===== src/rtl/seq_divider.sv =====
// seq_divider: multi-cycle restoring integer divider, one quotient bit per clock.
// Start/ready/done handshake with latched operands and a divide-by-zero flag.
// Optional signed mode is compiled in when DIV_SIGNED_EN is defined; otherwise
// the sgn input is ignored and every operation is unsigned.
module seq_divider #(
    parameter int unsigned WIDTH = 8
) (
    input  logic             clk,
    input  logic             reset,
    input  logic             start,
    input  logic             sgn,
    input  logic [WIDTH-1:0] dividend,
    input  logic [WIDTH-1:0] divisor,
    output logic             ready,
    output logic             done,
    output logic [WIDTH-1:0] quotient,
    output logic [WIDTH-1:0] remainder,
    output logic             div_by_zero
);

    localparam int unsigned CW = $clog2(WIDTH);

`ifdef DIV_SIGNED_EN
    typedef enum logic [1:0] {
        IDLE  = 2'd0,
        RUN   = 2'd1,
        FIXUP = 2'd2,
        DONE  = 2'd3
    } state_t;
`else
    typedef enum logic [1:0] {
        IDLE  = 2'd0,
        RUN   = 2'd1,
        DONE  = 2'd3
    } state_t;
`endif

    state_t           state;
    logic [CW-1:0]    count;
    logic [WIDTH:0]   p;
    logic [WIDTH-1:0] q_sh;
    logic [WIDTH-1:0] dvs;

    logic [WIDTH:0]   shifted;
    logic [WIDTH:0]   trial;
    logic [WIDTH:0]   p_nxt;
    logic [WIDTH-1:0] q_nxt;

`ifdef DIV_SIGNED_EN
    logic signed_op;
    logic neg_q;
    logic neg_r;
    logic sg;
    logic unused_bits;
    assign sg          = sgn;
    assign unused_bits = p[WIDTH];
`else
    logic unused_bits;
    assign unused_bits = ^{sgn, p[WIDTH]};
`endif

    // Magnitude of an operand; only negates when the operation is signed.
    function automatic logic [WIDTH-1:0] mag(input logic [WIDTH-1:0] v, input logic s);
        return (s && v[WIDTH-1]) ? -v : v;
    endfunction

    // One restoring step: shift in the next dividend bit, subtract if it fits.
    always_comb begin
        shifted = {p[WIDTH-1:0], q_sh[WIDTH-1]};
        trial   = shifted - {1'b0, dvs};
        p_nxt   = trial[WIDTH] ? shifted : trial;
        q_nxt   = {q_sh[WIDTH-2:0], ~trial[WIDTH]};
    end

    // Control FSM, datapath registers and registered handshake/result outputs.
    always_ff @(posedge clk or posedge reset) begin
        if (reset) begin
            state       <= IDLE;
            count       <= '0;
            p           <= '0;
            q_sh        <= '0;
            dvs         <= '0;
            ready       <= 1'b1;
            done        <= 1'b0;
            quotient    <= '0;
            remainder   <= '0;
            div_by_zero <= 1'b0;
`ifdef DIV_SIGNED_EN
            signed_op   <= 1'b0;
            neg_q       <= 1'b0;
            neg_r       <= 1'b0;
`endif
        end else begin
            case (state)
                IDLE, DONE: begin
                    done <= 1'b0;
                    if (start) begin
                        if (divisor == '0) begin
                            quotient    <= '1;
                            remainder   <= dividend;
                            div_by_zero <= 1'b1;
                            done        <= 1'b1;
                            ready       <= 1'b1;
                            state       <= DONE;
                        end else begin
                            div_by_zero <= 1'b0;
                            p           <= '0;
                            count       <= CW'(WIDTH - 1);
                            ready       <= 1'b0;
                            state       <= RUN;
`ifdef DIV_SIGNED_EN
                            q_sh      <= mag(dividend, sg);
                            dvs       <= mag(divisor, sg);
                            signed_op <= sg;
                            neg_q     <= sg & (dividend[WIDTH-1] ^ divisor[WIDTH-1]);
                            neg_r     <= sg & dividend[WIDTH-1];
`else
                            q_sh      <= mag(dividend, 1'b0);
                            dvs       <= mag(divisor, 1'b0);
`endif
                        end
                    end else begin
                        state <= IDLE;
                    end
                end
                RUN: begin
                    p    <= p_nxt;
                    q_sh <= q_nxt;
                    if (count != '0) begin
                        count <= count - 1'b1;
                    end else begin
`ifdef DIV_SIGNED_EN
                        if (signed_op) begin
                            state <= FIXUP;
                        end else begin
                            quotient  <= q_nxt;
                            remainder <= p_nxt[WIDTH-1:0];
                            done      <= 1'b1;
                            ready     <= 1'b1;
                            state     <= DONE;
                        end
`else
                        quotient  <= q_nxt;
                        remainder <= p_nxt[WIDTH-1:0];
                        done      <= 1'b1;
                        ready     <= 1'b1;
                        state     <= DONE;
`endif
                    end
                end
`ifdef DIV_SIGNED_EN
                FIXUP: begin
                    // Quotient truncates toward zero; remainder follows the dividend's sign.
                    quotient  <= neg_q ? -q_sh : q_sh;
                    remainder <= neg_r ? -p[WIDTH-1:0] : p[WIDTH-1:0];
                    done      <= 1'b1;
                    ready     <= 1'b1;
                    state     <= DONE;
                end
`endif
                default: begin
                    state <= IDLE;
                    ready <= 1'b1;
                    done  <= 1'b0;
                end
            endcase
        end
    end

endmodule

===== config.mk =====
export PLATFORM = sky130hd
export DESIGN_NAME = seq_divider
export DESIGN_NICKNAME = d
export VERILOG_FILES = /design/src/rtl/seq_divider.sv
export SDC_FILE = /design/constraint.sdc
export NUM_CORES = 1
export LEC_CHECK = 0
export BUFFER_PORTS_ARGS = -buffer_cell sky130_fd_sc_hd__buf_4
export CAP_MARGIN = 0
export CELL_PAD_IN_SITES_DETAIL_PLACEMENT = 0
export CELL_PAD_IN_SITES_GLOBAL_PLACEMENT = 1
export CORE_MARGIN = 2
export CORE_UTILIZATION = 47
export DETAILED_ROUTE_END_ITERATION = 12
export PLACE_DENSITY = 0.82
export SKIP_CTS_REPAIR_TIMING = 1
export SYNTH_ARGS = -nofsm -noshare
export SYNTH_HDL_FRONTEND = slang
export SYNTH_SLANG_ARGS = --single-unit

===== constraint.sdc =====
create_clock -name clk -period 5.41 [get_ports clk]
set_input_delay 1.082 -clock clk [delete_from_list [all_inputs] [get_ports clk]]
set_output_delay 1.082 -clock clk [all_outputs]
set_load 0.02 [all_outputs]

# After elaboration in Yosys (flattened, before gate mapping)
# Cells that the tools add are included.
# word_totals
regBits	48
latch_bits	0
ram_bits	0
mem_bits_ro	0
word_cells	61
mem_count	0
# op_classes
n_addsub	2
mul	0
div	0
order_cmp	0
eq_ne	7
shift	0
n_mux	29
bitwise_logic	2
n_reduce_logical	11
# op_table
operator	n
$mux 8	11
$pmux 8 s2	4
$ne 2x2->1 const B	5
$mux 3	3
$sub 9x8->9	1
$logic_not 8->1	1
$reduce_and 4->1	2
$mux 2	3
$pmux 3 s2	1
$reduce_and 3->1	2
$mux 1	4
$pmux 1 s2	2
$pmux 2 s2	1
$reduce_and 2->1	2
$reduce_bool 3->1	1
$sub 3x1->3 const B	1
$eq 2x1->1 const B	1
$eq 2x2->1 const B	1
$logic_not 2->1	1
$not 1->1	2
$reduce_bool 2->1	1
$reduce_or 2->1	1

# Depth between registers and ports, before layout
# Gate-level depths: netlist of the first run.
# logic_depth
word_depth	4
ltp_mapped	10
depth_no_buf	10

# Least setup slack after synthesis of the first run
# OpenSTA, ideal clock, no wires.
# synth_path
path_type	input-to-reg
from	input divisor[5]
to	register remainder[1]
setup_ns	0.129
arrival_ns	2.407
t_required_ns	5.281
path_slack_ns	2.874
path_stages	7
path_cell_list	or4_4 nor2_4 a21bo_2 nand2_2 buf_2 nor3_1 a211oi_2
# synth_between
elab_chain_len	3
# synth_rtl
item	line	rtl
start, declared	13	input logic [WIDTH-1:0] divisor,
$logic_not 8->1	98	if (divisor == '0) begin
$ne 2x2->1 (no source line)	-	
$reduce_and 4->1 (no source line)	-	
end signal, assigned	100	remainder <= dividend;
end signal, assigned	144	remainder <= p_nxt[WIDTH-1:0];
end, declared	17	output logic [WIDTH-1:0] remainder,
# Every way passes these cells.
# A chain may end at the register's enable or synchronous reset.

# Final worst setup path of the first run
# layout_path
from	input divisor[5]
to	register p[2]
# layout_between
elab_chain_len	3
# layout_rtl
item	line	rtl
$logic_not 8->1	98	
$ne 2x2->1 (no source line)	-	
$reduce_and 3->1 (no source line)	-	
end signal, assigned	127	p <= p_nxt;
end, declared	40	logic [WIDTH:0] p;
# Every way passes these cells.

==> impl_metrics.env, run 1 <==
export IMPL_core_um2=5470
export IMPL_required_ns=5.60
export IMPL_die_w_um=79.1
export IMPL_critical_path_endpoint_type="flop"
export IMPL_ys_seq_area_frac=0.444
export IMPL_ios=39
export IMPL_grt_overflow=0
export IMPL_yosysWarningCount=0
export IMPL_finish_instance_area_um2=3110
export IMPL_syn_area_per_cell_um2=9.57
export IMPL_clock_sinks=47
export IMPL_rsz0062_at_grt="false"
export IMPL_synth_common_cells="dfrtp_1 (46), nand2_1 (31), nor2_1 (25), inv_1 (22), o21ai_0 (21)"
export IMPL_portBuffers=37
export IMPL_cp_max_fo=24
export IMPL_ys_top_cells_by_area="dfrtp_1 (43%), ha_1 (5.7%), mux2i_1 (5.3%)"
export IMPL_numCtsBuffers=5
export IMPL_slew_headroom=0.339
export IMPL_holdWs_ns=0.505
export IMPL_r2r_start="state[1]"
export IMPL_finalMaxSlewViolations=0
export IMPL_synth_ff_type="dfrtp_1"
export IMPL_max_freq_ghz=0.323
export IMPL_status="finished clean"
export IMPL_drive_above_1_share=0.217
export IMPL_syn_area_um2=2650
export IMPL_worstSetupPathType="input port to flop"
export IMPL_area_growth_pct=17.3
export IMPL_placementRows=27
export IMPL_synth_async_sr_flop_share=1.00
export IMPL_routed_wl_um=5540
export IMPL_finalCoreUtilization=0.568
export IMPL_first_pass_iters=4
export IMPL_yosys_cell_count_top_type="dfrtp_1"
export IMPL_synthDominantCellAreaShare=0.434
export IMPL_skew_ns=0.00650
export IMPL_synth_edf_count=0
export IMPL_setup_violations=0
export IMPL_period_share=0.571
export IMPL_path_clk_slew_ns=0.09
export IMPL_yosysTopAreaCell="dfrtp_1"
export IMPL_fp_dieH_um=79.1
export IMPL_antenna_left=0
export IMPL_power_density_nw_per_um2=678
export IMPL_maxCapViolations=0
export IMPL_hp_class="flop to flop"
export IMPL_hold_viol=0
export IMPL_pre_cts_ws_ns=1.98
export IMPL_final_setup_worst_slack_ns=2.32
export IMPL_peakVddDrop_mv=0.242
export IMPL_wl_per_cell_um=14.4
export IMPL_initial_utilization=0.484
export IMPL_fin_tns_setup_ns=0
export IMPL_gp_congestion=0.718
export IMPL_grt_use_total=0.195
export IMPL_cts_root_buf="clkbuf_8"
export IMPL_diodes=0
export IMPL_drc_errors=0
export IMPL_placed_area_um2=2980
export IMPL_syn_nets=310
export IMPL_cp_start_kind="input port"
export IMPL_htreeDepth=2
export IMPL_cts_tree="built"
export IMPL_drt_iter0_markers=84
export IMPL_ys_ff_latch=47
export IMPL_critPathArrivalTime_ns=3.28
export IMPL_tightest_slew_ns=0.990
export IMPL_clock_latency_ns=0.30
export IMPL_vias=2076
export IMPL_clockBufferDepth=2
export IMPL_critical_path_startpoint="divisor[5]"
export IMPL_nNetsFinal=345
export IMPL_syn_inst=277
export IMPL_grt_pass1_vias=1930
export IMPL_die_area_um2=6260
export IMPL_dp_hpwl_um=3970
export IMPL_grt_start_max_net_pins=48
export IMPL_min_from="div_by_zero"
export IMPL_fin_crit_ns=3.09
export IMPL_fill_cells=526
export IMPL_antenna_found_initial=0
export IMPL_viasPerCell=5.39
export IMPL_yosysUniqueCellTypes=47
export IMPL_leakagePower_nw=1.43
export IMPL_grt_pass1_wl_um=9550
==> report_power, final <==
| part | internal, mW | total, mW | switching (mW) |
|---|---|---|---|
| Combinational | 0.508 | 1.20 | 0.689 |
| Clock | 0.185 | 0.307 | 0.122 |
| Sequential | 0.508 | 0.604 | 0.0953 |
==> cell families (layout without fill, tap and decap cells) <==
kind of cell / count (synthesis) / count (layout) / share of synthesized area
XOR/XNOR: 5 / 5 / 0.0165
buffers and inverters: 32 / 68 / 0.0496
AND/OR/NAND/NOR: 88 / 88 / 0.166
multiplexers: 19 / 19 / 0.0765
adder cells (fa/ha/maj): 13 / 13 / 0.0642
flip-flops: 47 / 47 / 0.444
AO/OA/AOI/OAI: 73 / 73 / 0.183
==> state kept, by name, summed over array words and instances (netlist names) <==
name         count
ready            1
state            2
remainder        8
q_sh             8
p                8
div_by_zero      1
dvs              8
count            3
quotient         8
==> per-layer routing <==
metal / wire length [µm] / vias up / share of wire / track usage
met1: 2690 / 980 / 0.49 / 0.282
met4: 51 / 0 / 0.0092 / 0.0517
met2: 2530 / 56 / 0.46 / 0.299
li1: - / 1034 / - / -
met3: 270 / 6 / 0.049 / 0.0398
met5: 0 / - / 0 / 0
==> through the flow <==
stage | total power [mW] | instances
after floorplan | 1.53 | 277
final | 2.11 | 385
after detailed placement | 1.81 | 377
after global placement | 1.79 | 377
after global routing | 2.29 | 385
after CTS | 2.13 | 385
==> final cells by class <==
type                       instances  area [µm²]  area share
multi-input combinational        198        1340       0.431
sequential                        47        1180       0.379
timing repair buffer              38         285      0.0918
tap                               72        90.1      0.0290
inverter                          22        82.6      0.0266
clock buffer                       6        72.6      0.0233
clock inverter                     2        60.1      0.0193
==> final timing paths <==
path	to	slack, ns	cells past startpoint
worst min register to register	div_by_zero	0.51	2
min in group asynchronous	q_sh[5]	1.02	2
max in group asynchronous	state[1]	3.79	2
worst max register to register	p[2]	2.57	6
worst min-delay path	div_by_zero	0.51	2
worst max-delay path	p[2]	2.32	6
==> layout by cell type, fill, tap and decap left out, types with 2 or more instances in the layout <==
cell type	instances
or4_4	2
inv_1	21
a21oi_1	16
mux2i_1	14
o22ai_1	2
a21o_1	2
ha_1	12
a31oi_1	2
nand2b_1	4
buf_4	38
bufinv_16	2
nor2_2	2
xor2_1	3
nand2_2	2
a211oi_1	6
nor2_1	25
o21ai_1	4
mux2_2	3
nor3_1	7
nand4b_1	2
o21ai_0	21
nand2_1	31
o32a_1	2
xnor2_1	2
clkbuf_8	5
a211oi_2	3
o22a_1	7
nand3_1	5
dfrtp_1	46
nor2b_1	3
==> worst max-delay path: stages <==
cell    delay [ns]
buf_4         0.11
or4_4         0.56
nor2_4        0.16
nor2_1        0.22
nor2_2        0.73
mux2_2        0.41
Note: power is estimated with default switching activity, not from simulation.
==> run 2: changes to the inputs <==
CORE_UTILIZATION = 44   (was 47)
PLACE_DENSITY = 0.78   (was 0.82)
clock period = 3.2 ns   (was 5.41 ns; I/O delays follow)
==> run 2 against run 1 <==
  * Routed wire length grew 0.47%
  * Hold slack is essentially flat
  * Critical path depth grew 4
  * Critical endpoint is now p[1]
  * Largest power group unchanged
==> impl_metrics.env, run 2 (synthesized netlist as in run 1, its figures left out) <==
export IMPL_status="finished clean"
export IMPL_grt_pass1_wl_um=9140
export IMPL_drc_errors=0
export IMPL_gp_congestion=0.776
export IMPL_core_um2=5890
export IMPL_grt_start_max_net_pins=48
export IMPL_clock_latency_ns=0.30
export IMPL_portBuffers=37
export IMPL_worstSetupPathType="flop to flop"
export IMPL_die_w_um=81.6
export IMPL_first_pass_iters=4
export IMPL_cp_max_fo=9
export IMPL_critPathArrivalTime_ns=2.79
export IMPL_min_from="div_by_zero"
export IMPL_rr_worst_depth=10
export IMPL_leakagePower_nw=1.44
export IMPL_wl_per_cell_um=14.2
export IMPL_setup_violations=0
export IMPL_area_growth_pct=17.6
export IMPL_tightest_slew_ns=1.05
export IMPL_regArea_um2=1180
export IMPL_drive_above_1_share=0.228
export IMPL_nNetsFinal=348
export IMPL_dp_hpwl_um=4140
export IMPL_vias=2049
export IMPL_multiInputGateArea_um2=1340
export IMPL_max_freq_ghz=0.382
export IMPL_grt_use_total=0.181
export IMPL_min_path_cells=2
export IMPL_r2r_start="q_sh[7]"
export IMPL_fp_dieH_um=81.6
export IMPL_fin_tns_setup_ns=0
export IMPL_slew_headroom=0.298
export IMPL_p_total_mw=3.51
export IMPL_r2r_setup_slack_ns=0.58
export IMPL_path_clk_slew_ns=0.10
export IMPL_reg2reg_to="p[1]"
export IMPL_clock_sinks=47
export IMPL_clockBufferDepth=2
export IMPL_numCtsBuffers=5
export IMPL_htreeDepth=2
export IMPL_hold_viol=0
export IMPL_antenna_found_initial=0
export IMPL_grt_overflow=0
export IMPL_p_seq_frac=0.291
export IMPL_antenna_left=0
export IMPL_final_common_cell="dfrtp_1"
export IMPL_maxCapViolations=0
export IMPL_power_density_nw_per_um2=1130
export IMPL_fin_crit_ns=2.62
export IMPL_critical_path_endpoint_type="flop"
export IMPL_comb_power_share=0.583
export IMPL_fill_cells=581
export IMPL_clockPowerShare=0.127
export IMPL_hold_end="div_by_zero"
export IMPL_p_sw_mw=1.54
export IMPL_cp_start_kind="flop"
export IMPL_grt_pass1_vias=1900
export IMPL_post_place_cells=383
export IMPL_cts_tree="built"
export IMPL_hp_class="flop to flop"
export IMPL_initial_utilization=0.450
export IMPL_viasPerCell=5.24
export IMPL_die_area_um2=6660
export IMPL_stdcell_count=391
export IMPL_ios=39
export IMPL_swShare=0.439
export IMPL_skew_ns=0.0106
export IMPL_period_share=0.818
export IMPL_rsz0062_at_grt="false"
export IMPL_cts_root_buf="clkbuf_8"
export IMPL_mostFrequentLayoutCells="dfrtp_1 (46), buf_4 (41), nand2_1 (31)"
export IMPL_routed_wl_um=5570
export IMPL_drt_iter0_markers=52
export IMPL_diodes=0
export IMPL_peakVddDrop_mv=0.446
export IMPL_required_ns=3.38
export IMPL_placementRows=28
export IMPL_finalMaxSlewViolations=0
export IMPL_p_int_mw=1.97
-- run 2: changes by cell type in the layout (fill, tap and decap cells not counted), sizes merged --
cell    change
clkinv      +2
clkbuf      -1
buf         +3
bufinv      -1
-- run 2: power groups by stage --
stage / Clock, mW / Combinational [mW] / Sequential, mW
2_1_floorplan: 0 / 1.46 / 1.12
3_3_place_gp: 0 / 2.03 / 1.03
3_5_place_dp: 0 / 2.06 / 1.03
4_1_cts: 0.457 / 2.07 / 1.03
5_1_grt: 0.486 / 2.30 / 1.06
6_report: 0.445 / 2.05 / 1.02
-- run 2: final cells by class --
| type | count | share of cell area |
|---|---|---|
| multi-input cells | 198 | 0.431 |
| flip-flops and latches | 47 | 0.378 |
| repair buffers | 41 | 0.0988 |
| well taps | 75 | 0.0301 |
| inverters | 22 | 0.0265 |
| clock buffers | 5 | 0.0221 |
| clock inverters | 3 | 0.0141 |
-- run 2: metrics by stage --
step	hold WS [ns]	utilization	instance area [µm²]	setup slack (ns)
5_1_grt	0.542	0.529	3120	0.415
3_5_place_dp	0.491	0.510	3000	0.511
6_report	0.506	0.529	3120	0.581
3_3_place_gp	0.477	0.510	3000	0.520
4_1_cts	0.511	0.529	3120	0.560
2_1_floorplan	0.450	-	2650	0.828
-- run 2: how the worst max path moves through the flow --
stage / start / to / cells past startpoint
after floorplan: q_sh[7] / remainder[2] / 10
after global placement: divisor[5] / q_sh[7] / 7
after detailed placement: divisor[5] / q_sh[7] / 7
after CTS: q_sh[7] / remainder[2] / 10
after global routing: q_sh[7] / p[1] / 10
final: q_sh[7] / p[1] / 10
-- run 2: worst max-delay path, cell delays in order (launching register included) --
cell	delay, ns
dfrtp_1	0.40
inv_1	0.10
ha_1	0.17
inv_1	0.05
fa_1	0.41
a211oi_2	0.30
nor3_2	0.11
mux2i_2	0.21
nor2_8	0.24
mux2i_1	0.35
o21ai_0	0.14
-- run 2: routing by layer --
metal  GRT usage  vias up  part of all wire
met2       0.290       37              0.46
li1            -     1040                 -
met3      0.0374        6             0.040
met4      0.0500        0             0.011
met5           0        -                 0
met1       0.249      966              0.49
==> run 3: changes to the inputs <==
clock period = 2.6 ns   (was 3.2 ns; I/O delays follow)
==> run 3 against run 2 <==
  * Routed wire length rose by 6.8%
  * Combinational power rose by 39%
  * Clock skew fell by 0.0016 ns
  * Largest power group unchanged
==> impl_metrics.env, run 3 (synthesized netlist as in run 1, its figures left out) <==
export IMPL_grt_pass1_wl_um=9480
export IMPL_hp_class="input port to async pin"
export IMPL_fin_crit_ns=2.51
export IMPL_ios=39
export IMPL_path_clk_slew_ns=0.09
export IMPL_clock_latency_ns=0.30
export IMPL_cp_start_kind="flop"
export IMPL_dp_hpwl_um=4340
export IMPL_critical_path_endpoint_type="flop"
export IMPL_vias=2106
export IMPL_final_common_cell="buf_4"
export IMPL_finish_instance_area_um2=3240
export IMPL_numCtsBuffers=5
export IMPL_drc_errors=0
export IMPL_viasPerCell=5.29
export IMPL_grt_pass1_vias=1981
export IMPL_gp_congestion=0.793
export IMPL_portBuffers=37
export IMPL_required_ns=2.82
export IMPL_max_freq_ghz=0.398
export IMPL_slew_headroom=0.544
export IMPL_routed_wl_um=5940
export IMPL_setup_violations=0
export IMPL_placed_area_um2=3030
export IMPL_antenna_left=0
export IMPL_grt_use_total=0.185
export IMPL_diodes=0
export IMPL_tightest_slew_ns=0.683
export IMPL_pre_cts_ws_ns=0.0154
export IMPL_skew_ns=0.00905
export IMPL_htreeDepth=2
export IMPL_first_pass_iters=5
export IMPL_period_share=0.966
export IMPL_critPathArrivalTime_ns=2.73
export IMPL_final_setup_worst_slack_ns=0.0886
export IMPL_drt_iter0_markers=99
export IMPL_hold_viol=0
export IMPL_initial_utilization=0.450
export IMPL_die_w_um=81.6
export IMPL_worstSetupPathType="flop to flop"
export IMPL_die_area_um2=6660
export IMPL_antenna_found_initial=0
export IMPL_cts_root_buf="clkbuf_8"
export IMPL_mostFrequentLayoutCells="buf_4 (47), dfrtp_1 (46), nand2_1 (31)"
export IMPL_clockBufferDepth=2
export IMPL_wl_per_cell_um=14.9
export IMPL_cp_max_fo=5
export IMPL_grt_start_max_net_pins=31
export IMPL_core_um2=5890
export IMPL_cts_tree="built"
export IMPL_nNetsFinal=355
export IMPL_fill_cells=555
export IMPL_grt_overflow=0
export IMPL_status="finished clean"
export IMPL_leakagePower_nw=1.48
export IMPL_clock_sinks=47
export IMPL_power_density_nw_per_um2=1470
export IMPL_rsz0062_at_grt="false"
export IMPL_finalMaxSlewViolations=0
export IMPL_placementRows=28
export IMPL_area_growth_pct=22.3
export IMPL_fp_dieH_um=81.6
export IMPL_drive_above_1_share=0.260
export IMPL_maxCapViolations=0
export IMPL_peakVddDrop_mv=0.616
-- run 3: path summary, 6_finish.rpt --
check	startpoint	end	slack, ns	cells past startpoint
worst max-delay path	q_sh[7]	remainder[0]	0.09	10
worst min-delay path	reset	quotient[2]	0.30	2
worst max register to register	q_sh[7]	remainder[0]	0.09	10
worst min register to register	div_by_zero	div_by_zero	0.51	2
max in group asynchronous	reset	dvs[2]	1.69	3
min in group clk	divisor[5]	dvs[5]	0.43	3
-- run 3: through the flow --
| step | setup TNS (ns) | hold WS, ns | cells | power (mW) | utilization |
|---|---|---|---|---|---|
| global placement | 0 | 0.474 | 387 | 3.79 | 0.515 |
| global route | 0 | 0.340 | 398 | 5.12 | 0.551 |
| finish | 0 | 0.304 | 398 | 4.75 | 0.551 |
| floorplan | 0 | 0.450 | 277 | 3.18 | - |
| CTS | -0.0322 | 0.325 | 395 | 4.50 | 0.538 |
| detailed placement | 0 | 0.478 | 387 | 3.85 | 0.515 |
-- run 3: layer usage --
| metal | global-route usage | wire [µm] | up-vias |
|---|---|---|---|
| li1 | - | - | 1052 |
| met1 | 0.258 | 2870 | 1014 |
| met2 | 0.298 | 2780 | 33 |
| met3 | 0.0363 | 235 | 7 |
| met4 | 0.0450 | 62 | 0 |
| met5 | 0 | 0 | - |
-- run 3: cell type report --
cell class              instances  area [µm²]  area share
flip-flops and latches         47        1180       0.363
multi-input cells             199        1400       0.432
inverters                      22        82.6      0.0255
repair buffers                 47         353       0.109
clock buffers                   6        72.6      0.0224
clock inverters                 2        60.1      0.0185
well taps                      75        93.8      0.0290
-- run 3: report_power, final --
group / total [mW] / switching (mW) / internal [mW]
logic: 2.84 / 1.60 / 1.24
registers: 1.27 / 0.211 / 1.06
clock network: 0.638 / 0.253 / 0.385
-- run 3: worst max-delay path: stages (launching register included) --
cell and delay [ns]:
dfrtp_1 0.41, inv_2 0.09, ha_4 0.13, inv_1 0.05
fa_2 0.39, a211oi_4 0.33, nor3_4 0.09, mux2i_4 0.24
nor2_8 0.18, mux2_4 0.34, a211oi_2 0.18
